## src/rtl/grid_pkg.sv

```systemverilog
// rtl/grid_pkg.sv - shared FSM state type and width helpers for the grid removal engine
package grid_pkg;

  typedef enum logic [1:0] {
    IDLE,
    LOAD,
    RUN,
    DRAIN
  } state_t;

  function automatic int cnt_w(input int width, input int depth);
    return $clog2(width * depth + 1);
  endfunction

  function automatic int iter_w(input int max_iter);
    return $clog2(max_iter + 1);
  endfunction

endpackage

```

## src/rtl/grid_sweep.sv

```systemverilog
// rtl/grid_sweep.sv - one combinational removal sweep over the whole grid
// GRID_TORUS_WRAP_EN: neighbours wrap around the grid edges instead of reading 0
module grid_sweep
  import grid_pkg::*;
#(
  parameter int WIDTH  = 16,
  parameter int DEPTH  = 16,
  parameter int THRESH = 4,
  parameter int CNT_W  = cnt_w(WIDTH, DEPTH)
) (
  input  logic [DEPTH-1:0][WIDTH-1:0] grid,
  output logic [DEPTH-1:0][WIDTH-1:0] swept,
  output logic [CNT_W-1:0]            removed,
  output logic                        any_removed
);

  localparam logic [3:0] THR = 4'(THRESH);

  // One-cell halo around the grid so every neighbour index is a constant
  logic [DEPTH+1:0][WIDTH+1:0] pad;
  logic [DEPTH-1:0][WIDTH-1:0] kill;

  for (genvar r = 0; r < DEPTH + 2; r++) begin : g_pad_row
    for (genvar c = 0; c < WIDTH + 2; c++) begin : g_pad_col
`ifdef GRID_TORUS_WRAP_EN
      localparam int SR = (r == 0) ? DEPTH - 1 : (r == DEPTH + 1) ? 0 : r - 1;
      localparam int SC = (c == 0) ? WIDTH - 1 : (c == WIDTH + 1) ? 0 : c - 1;
      assign pad[r][c] = grid[SR][SC];
`else
      if (r == 0 || r == DEPTH + 1 || c == 0 || c == WIDTH + 1) begin : g_edge
        assign pad[r][c] = 1'b0;
      end else begin : g_inner
        assign pad[r][c] = grid[r-1][c-1];
      end
`endif
    end
  end

  for (genvar r = 0; r < DEPTH; r++) begin : g_row
    for (genvar c = 0; c < WIDTH; c++) begin : g_cell
      logic [3:0] cnt;
      assign cnt = 4'(pad[r][c])   + 4'(pad[r][c+1])   + 4'(pad[r][c+2])
                 + 4'(pad[r+1][c])                     + 4'(pad[r+1][c+2])
                 + 4'(pad[r+2][c]) + 4'(pad[r+2][c+1]) + 4'(pad[r+2][c+2]);
      assign kill[r][c]  = grid[r][c] && (cnt < THR);
      assign swept[r][c] = grid[r][c] && !kill[r][c];
    end
  end

  assign removed     = CNT_W'($countones(kill));
  assign any_removed = |kill;

endmodule

```

## src/rtl/grid_removal_engine.sv

```systemverilog
// rtl/grid_removal_engine.sv - load a grid, sweep away weakly connected cells, stream the result
// GRID_TORUS_WRAP_EN: selects wrap-around neighbourhoods in grid_sweep
module grid_removal_engine
  import grid_pkg::*;
#(
  parameter int WIDTH    = 16,
  parameter int DEPTH    = 16,
  parameter int THRESH   = 4,
  parameter int MAX_ITER = 255,
  localparam int CNT_W   = cnt_w(WIDTH, DEPTH),
  localparam int ITER_W  = iter_w(MAX_ITER)
) (
  input  logic              clk,
  input  logic              rst,
  input  logic              start,
  input  logic              in_valid,
  output logic              in_ready,
  input  logic [WIDTH-1:0]  in_row,
  output logic              out_valid,
  input  logic              out_ready,
  output logic [WIDTH-1:0]  out_row,
  output logic              busy,
  output logic              done,
  output logic [CNT_W-1:0]  total_removed,
  output logic [ITER_W-1:0] iterations,
  output logic              saturated
);

  localparam int PTR_W = (DEPTH > 1) ? $clog2(DEPTH) : 1;
  localparam logic [PTR_W-1:0]  PTR_LAST  = PTR_W'(DEPTH - 1);
  localparam logic [ITER_W-1:0] ITER_LAST = ITER_W'(MAX_ITER - 1);

  state_t                      state;
  logic [DEPTH-1:0][WIDTH-1:0] grid;
  logic [DEPTH-1:0][WIDTH-1:0] swept;
  logic [CNT_W-1:0]            sweep_removed;
  logic                        any_removed;
  logic [PTR_W-1:0]            load_ptr;
  logic [PTR_W-1:0]            rd_ptr;

  grid_sweep #(
    .WIDTH (WIDTH),
    .DEPTH (DEPTH),
    .THRESH(THRESH),
    .CNT_W (CNT_W)
  ) u_sweep (
    .grid       (grid),
    .swept      (swept),
    .removed    (sweep_removed),
    .any_removed(any_removed)
  );

  always_ff @(posedge clk or posedge rst) begin
    if (rst) begin
      state         <= IDLE;
      grid          <= '0;
      load_ptr      <= '0;
      rd_ptr        <= '0;
      total_removed <= '0;
      iterations    <= '0;
      saturated     <= 1'b0;
      done          <= 1'b0;
      in_ready      <= 1'b0;
      out_valid     <= 1'b0;
    end else begin
      done <= 1'b0;
      case (state)
        IDLE: begin
          if (start) begin
            total_removed <= '0;
            iterations    <= '0;
            saturated     <= 1'b0;
            load_ptr      <= '0;
            in_ready      <= 1'b1;
            state         <= LOAD;
          end
        end
        LOAD: begin
          if (in_valid && in_ready) begin
            grid[load_ptr] <= in_row;
            if (load_ptr == PTR_LAST) begin
              in_ready <= 1'b0;
              state    <= RUN;
            end else begin
              load_ptr <= load_ptr + PTR_W'(1);
            end
          end
        end
        RUN: begin
          grid          <= swept;
          total_removed <= total_removed + sweep_removed;
          if (any_removed) iterations <= iterations + ITER_W'(1);
          // Stop on a quiet sweep, or on the sweep that uses up the iteration budget
          if (!any_removed || iterations == ITER_LAST) begin
            saturated <= any_removed;
            done      <= 1'b1;
            out_valid <= 1'b1;
            rd_ptr    <= '0;
            state     <= DRAIN;
          end
        end
        DRAIN: begin
          if (out_ready) begin
            if (rd_ptr == PTR_LAST) begin
              out_valid <= 1'b0;
              rd_ptr    <= '0;
              state     <= IDLE;
            end else begin
              rd_ptr <= rd_ptr + PTR_W'(1);
            end
          end
        end
        default: state <= IDLE;
      endcase
    end
  end

  assign out_row = grid[rd_ptr];
  assign busy    = (state != IDLE);

endmodule

```

## config.mk

```make
export PLATFORM = sky130hd
export DESIGN_NAME = grid_removal_engine
export DESIGN_NICKNAME = d
export VERILOG_FILES = /design/src/rtl/grid_pkg.sv /design/src/rtl/grid_sweep.sv /design/src/rtl/grid_removal_engine.sv
export SDC_FILE = /design/constraint.sdc
export NUM_CORES = 2
export LEC_CHECK = 0
export BUFFER_PORTS_ARGS = -buffer_cell sky130_fd_sc_hd__buf_4
export CORE_AREA = 2 2 376 378
export CTS_CLUSTER_SIZE = 25
export DETAILED_ROUTE_END_ITERATION = 7
export DIE_AREA = 0 0 378 380
export GPL_ROUTABILITY_DRIVEN = 0
export PLACE_DENSITY_LB_ADDON = 0.12
export SLEW_MARGIN = 5
export SYNTH_ARGS = -nofsm -noshare
export SYNTH_HDL_FRONTEND = slang
export SYNTH_SLANG_ARGS = --single-unit
```

## constraint.sdc

```tcl
create_clock -name clk -period 15.7 [get_ports clk]
set_clock_uncertainty 0.05 [all_clocks]
set_input_delay 0.785 -clock clk [delete_from_list [all_inputs] [get_ports clk]]
set_output_delay 0.785 -clock clk [all_outputs]
set_load 0.02 [all_outputs]
```

* After elaboration in Yosys (flattened, before gate mapping) *
Index checks and enable logic that the tools add are counted.

word-level totals
  input port bits = 21
  output and inout bits = 38
  logic and storage cells = 2,974
  register bits = 287

cells by class
  mux-type cells = 40
  equal/unequal tests = 14
  magnitude comparators = 259
  reductions and logical operators = 788
  add/subtract/negate cells = 1,848

operators with widths
  operator            count
  $add 4x1->4         1,348
  $lt 4x3->1 const B  256
  $add 1x1->2         369
  $add 9x9->9         64
  $logic_and 1x1->1   514
  $pmux 256 s2        1
  $logic_not 1->1     257
  $bwmux 256          1
  $mux 256            1
  $reduce_or 256->1   1
  $add 2x2->3         64
  $bmux 16 s4         1
  $demux 16 s4        1
  $mux 16             2
  $mux 4              6
  $pmux 9 s2          1
  $mux 8              2
  $ne 2x2->1 const B  8
  $pmux 4 s2          2
  $pmux 8 s2          1
  $mux 2              6
  $reduce_and 4->1    3
  $lt 4x5->1 const B  2
  $mux 1              10
  other kinds (16)    28

* Longest topological paths before layout *
  depth after elaboration = 19
  gate-level depth with buffers = 39
  gate-level depth less buffers = 39

* Cells and area by module *
From an unflattened synthesis, not the netlist that was laid out.

second synthesis, totals
  cell total of the unflattened synthesis = 5,619
  area total of the unflattened synthesis = 53,112.2 um^2

by module, submodules not included
  module               sequential area each (um^2)  cells each  instances  area each (um^2)
  grid_sweep           0.0                          3,957       1          36,892.9
  grid_removal_engine  7,181.9                      1,662       1          16,219.3

* Least setup slack after synthesis *
Ideal clock, no wire load.

  path type = reg-to-reg
  from = reg grid[23] (netlist bit)
  to = reg total_removed[8]
  arrival time = 10,290 ps
  clock period less this slack = 10,418 ps
  slack = 5,282 ps
  path buffers = 0
  setup time = 78 ps
  data required time = 15,572 ps
  stages on the path, launching flop included = 36
  cells stage by stage = dfrtp_1 ha_1 inv_1 fa_1 fa_1 inv_1 ha_1 a21o_1 a211o_1 or2_2 fa_1 inv_1 ha_1 ha_1 fa_1 inv_1 fa_1 inv_1 fa_1 fa_1 fa_1 fa_1 fa_1 fa_1 inv_1 fa_1 inv_1 ha_1 nor2b_1 o21ai_0 a21boi_0 o21ai_0 a21oi_1 or3b_2 a211oi_1 o21bai_1

on the way
  cells in the longest elaborated chain, start to end = 19
  elaborated cells on any way between the ends = 80
  classes of those cells = add/sub (62); order compare (8); mux (1); reduce/logical (9)

RTL lines
  item                                                 RTL line                   text
  start, declared                                      grid_removal_engine.sv:34  logic [DEPTH-1:0][WIDTH-1:0] grid;
  start signal, assigned by index                      grid_removal_engine.sv:80  grid[load_ptr] <= in_row;
  start signal, assigned                               grid_removal_engine.sv:90  grid <= swept;
  $add 1x1->2                                          grid_sweep.sv:42           assign cnt = 4'(pad[r][c]) + 4'(pad[r][c+1]) + 4'(pad[r][c+2])
  $add 4x1->4                                          grid_sweep.sv:42
  $add 4x1->4 (2 in series)                            grid_sweep.sv:43           + 4'(pad[r+1][c]) + 4'(pad[r+1][c+2])
  $add 4x1->4 (3 in series)                            grid_sweep.sv:44           + 4'(pad[r+2][c]) + 4'(pad[r+2][c+1]) + 4'(pad[r+2][c+2]);
  $lt 4x3->1                                           grid_sweep.sv:45           assign kill[r][c] = grid[r][c] && (cnt < THR);
  $logic_and 1x1->1                                    grid_sweep.sv:45
  $add 1x1->2 (not written as such)                    grid_sweep.sv:50           assign removed = CNT_W'($countones(kill));
  $add 2x2->3 (not written as such)                    grid_sweep.sv:50
  $add 9x9->9 (not written as such) (3 in series)      grid_sweep.sv:50
  $add 9x9->9 (not written as such) (*) (3 in series)  grid_sweep.sv:50
  $add 9x9->9 (*)                                      grid_removal_engine.sv:91  total_removed <= total_removed + sweep_removed;
  $pmux 9 s2 (*)                                       grid_removal_engine.sv:67  case (state)
  end signal, assigned                                 grid_removal_engine.sv:91
  end, declared                                        grid_removal_engine.sv:24  output logic [CNT_W-1:0] total_removed,

Every way passes the cells marked *; elsewhere a longest branch is shown, timed or not.
A chain may end at the register's enable or synchronous reset.

* Final worst setup path *
  from = reg grid[202] (netlist bit)
  to = reg total_removed[8]

on the way
  cells in the longest elaborated chain, start to end = 19
  elaborated cells on any way between the ends = 75
  classes of those cells = add/sub (57); order compare (8); mux (1); reduce/logical (9)

RTL lines
  item                                                 RTL line
  $add 1x1->2                                          grid_sweep.sv:42
  $add 4x1->4                                          grid_sweep.sv:42
  $add 4x1->4 (2 in series)                            grid_sweep.sv:43
  $add 4x1->4 (3 in series)                            grid_sweep.sv:44
  $lt 4x3->1                                           grid_sweep.sv:45
  $logic_and 1x1->1                                    grid_sweep.sv:45
  $add 1x1->2 (not written as such)                    grid_sweep.sv:50
  $add 2x2->3 (not written as such)                    grid_sweep.sv:50
  $add 9x9->9 (not written as such) (4 in series)      grid_sweep.sv:50
  $add 9x9->9 (not written as such) (*) (2 in series)  grid_sweep.sv:50
  $add 9x9->9 (*)                                      grid_removal_engine.sv:91
  $pmux 9 s2 (*)                                       grid_removal_engine.sv:67

Marks and branches as above.

==> qor.csv <==
metric;value;unit
DR iter-0 viols;3125;
RR Endpoint;total_removed[8]$_DFFE_PP0P_;
Total Nets Final;8027;
Distinct cells, synth;65;
critical path class;reg -> reg;
core box area;139200;um2
Finish-stage setup viols;0;
FF-to-FF path depth;34;
Post-Syn Area;55400;um2
slew margin rel.;21.25;%
CP max FO;7;
FP Rows;137;
final wirelength;192.4;mm
Crit. End Element;register;
clock transition at the registers of the reported paths;60;ps
H-tree depth;2;
CP arrival;11930;ps
Synth Instances;6173;
Clock Path Buffers;3;
Starting Density;39.80;%
Yosys warning total;0;
RR Startpoint;grid[202]$_DFFE_PP0P_;
initial antenna violation count;12;
drc violations;0;
area grow syn2layout;7.460;%
flops & latches, synth;287;
Max Clk Rate;87.58;MHz
Synthesized Nets;8025;
Period minus WS final;11420;ps
CP required;16210;ps
most used cell, CP;fa_1;
I/O Buffers;58;
Num Clock Sinks;287;
Final Hold Fails;0;
post-synth top area share;25.80;%
largest area contributor in the netlist;fa_1;
Syn Area/Cell;8.974;um2
post-synthesis sequential area ratio;12.96;%
Vias;42461;
hpwl dp;160.1;mm
WL per Instance;23.79;um
vias in the first global route;42004;
Die Ht;380;um
GRT Overall Usage;27.16;%
hold buffer count at CTS;0;
R2R Setup Slk;4280;ps
Max Cap Viol;0;
largest net degree at the start of global routing;78;
die width;378;um
cts bufs inserted;46;
most frequent cells in the layout;inv_1 (1,750), ha_1 (1,116), fa_1 (714), nand2_1 (397), o21ai_0 (382);
Die ar.;143600;um2
CP Launch Point;grid[202]$_DFFE_PP0P_;
unrepaired setup endpoints after global routing;no;
commonest non-fill, non-tap cell in the layout;inv_1;
CTS root buffer;clkbuf_16;
Congestion Overflow GR;0;
via/cell ratio;5.249;
Final Core Density;42.77;%
first-pass GRT wire length;286.5;mm
slowest cell on the critical path;nor2_1;
Final ANT Viol Nets;0;
async set-reset flop share out of synthesis;100.0;%
Post-synth EDFFs;0;
CP peak stage delay;660;ps
first-pass iteration count of the detailed router;6;
I/O pins;59;
Min-Delay Path Class;in -> async;
fin crit share;72.73;%
dominant synthesized flop cell;dfrtp_1;
Worst Max-Slew Pin Slew;1176;ps
CP Launch Type;register;
setup repair bufs after CTS;0;
cts repair resizes;0;
layout cells sized above 1;4.186;%
CTS tree;built;
run status;completed;
Clock Latency Late Sink;660;ps
final hold slack;224.8;ps
top cells by area, synth;fa_1 (26%), ha_1 (25%), dfrtp_1 (13%);
Setup TNS;0;ps
count of pins over their slew limit;0;
Setup crit end;total_removed[8]$_DFFE_PP0P_;
[stage by stage]
step / instances / setup slack [ps] / cell area [um2]
6_report: 8089 / 4281 / 59530
2_1_floorplan: 6173 / 5282 / 55400
3_3_place_gp: 8003 / 4526 / 58010
5_1_grt: 8087 / 3791 / 59530
3_5_place_dp: 8003 / 4433 / 58010
4_1_cts: 8087 / 4364 / 59530
[cells in the mapped netlist, types with 4 or more instances]
cell       instances
inv_1           1751
ha_1            1117
fa_1             714
nand2_1          397
o21ai_0          382
dfrtp_1          287
a21oi_1          253
nor2_1           201
clkbuf_1         132
a21o_1           124
a211oi_1          94
o211ai_1          81
nand4_1           72
a22o_1            71
mux2i_1           49
nand3_1           42
a22oi_1           36
a31oi_1           32
mux4_2            32
or2_2             31
a211o_1           29
and2_1            29
nand3b_1          27
nor4_1            23
nor2b_1           19
nor3_1            18
a221oi_1          16
buf_1             11
a2111o_1           7
nand2b_1           7
o211ai_2           6
o31ai_1            6
xnor2_1            6
a32oi_1            5
o2111ai_1          5
o22ai_1            5
a2111oi_0          4
and3b_1            4
buf_2              4
o21a_1             4
or3_1              4
or4_1              4
[cell families after synthesis]
kind of cell	count (synthesis)	synth area share, %
buffers and inverters	1899	12.88
and+or+nand+nor	888	7.329
DFF	287	12.96
xor gates and xnor gates	7	0.1107
adders and majority gates	1831	51.03
muxes	85	2.268
AOI/OAI and AO/OA	1176	13.42
[worst max-delay path: cells and delay by family, from the launching register on]
kind	cells	cell delay, ps
adder cells (fa/ha/maj)	17	7590
AO/OA/AOI/OAI	8	1600
AND/OR/NAND/NOR	3	1290
flip-flops	1	470
buffers and inverters	6	320
[flip-flops by register name, summed over array words and instances, names as in the netlist]
| register | cells |
|---|---|
| iterations | 8 |
| total_removed | 9 |
| rd_ptr | 4 |
| grid | 256 |
| in_ready | 1 |
| out_valid | 1 |
| state | 2 |
| done | 1 |
| load_ptr | 4 |
| saturated | 1 |
[metal layers]
metal / GRT usage, % / vias up / routed length, um
met2: 41.90 / 1152 / 85980
met4: 7.658 / 4 / 6094
met1: 38.48 / 21133 / 86230
met3: 5.433 / 242 / 14120
li1: - / 19930 / -
met5: 0 / - / 22
[worst min path at each step]
| stage | start | end | slack, ps | depth (start not counted) |
|---|---|---|---|---|
| floorplan | grid[255]$_DFFE_PP0P_ | grid[255]$_DFFE_PP0P_ | 470 | 2 |
| global placement | out_valid$_DFFE_PP0P_ | out_valid$_DFFE_PP0P_ | 430 | 1 |
| detailed placement | out_valid$_DFFE_PP0P_ | out_valid$_DFFE_PP0P_ | 430 | 1 |
| CTS | rst | grid[112]$_DFFE_PP0P_ | 230 | 2 |
| global route | rst | grid[134]$_DFFE_PP0P_ | 270 | 2 |
| finish | rst | grid[177]$_DFFE_PP0P_ | 220 | 2 |
[area by class of cell]
class	instances	area, um2
timing repair buffer	101	758.2
multi-input combinational	3987	41130
sequential	287	7187
antenna	2	5.005
tap	1876	2347
clock buffer	73	1384
fill	13850	79660
inverter	1752	6589
clock inverter	11	136.4
Power is not shown: default switching activity piles up to over one toggle a cycle in this logic, so the estimate is an artifact.
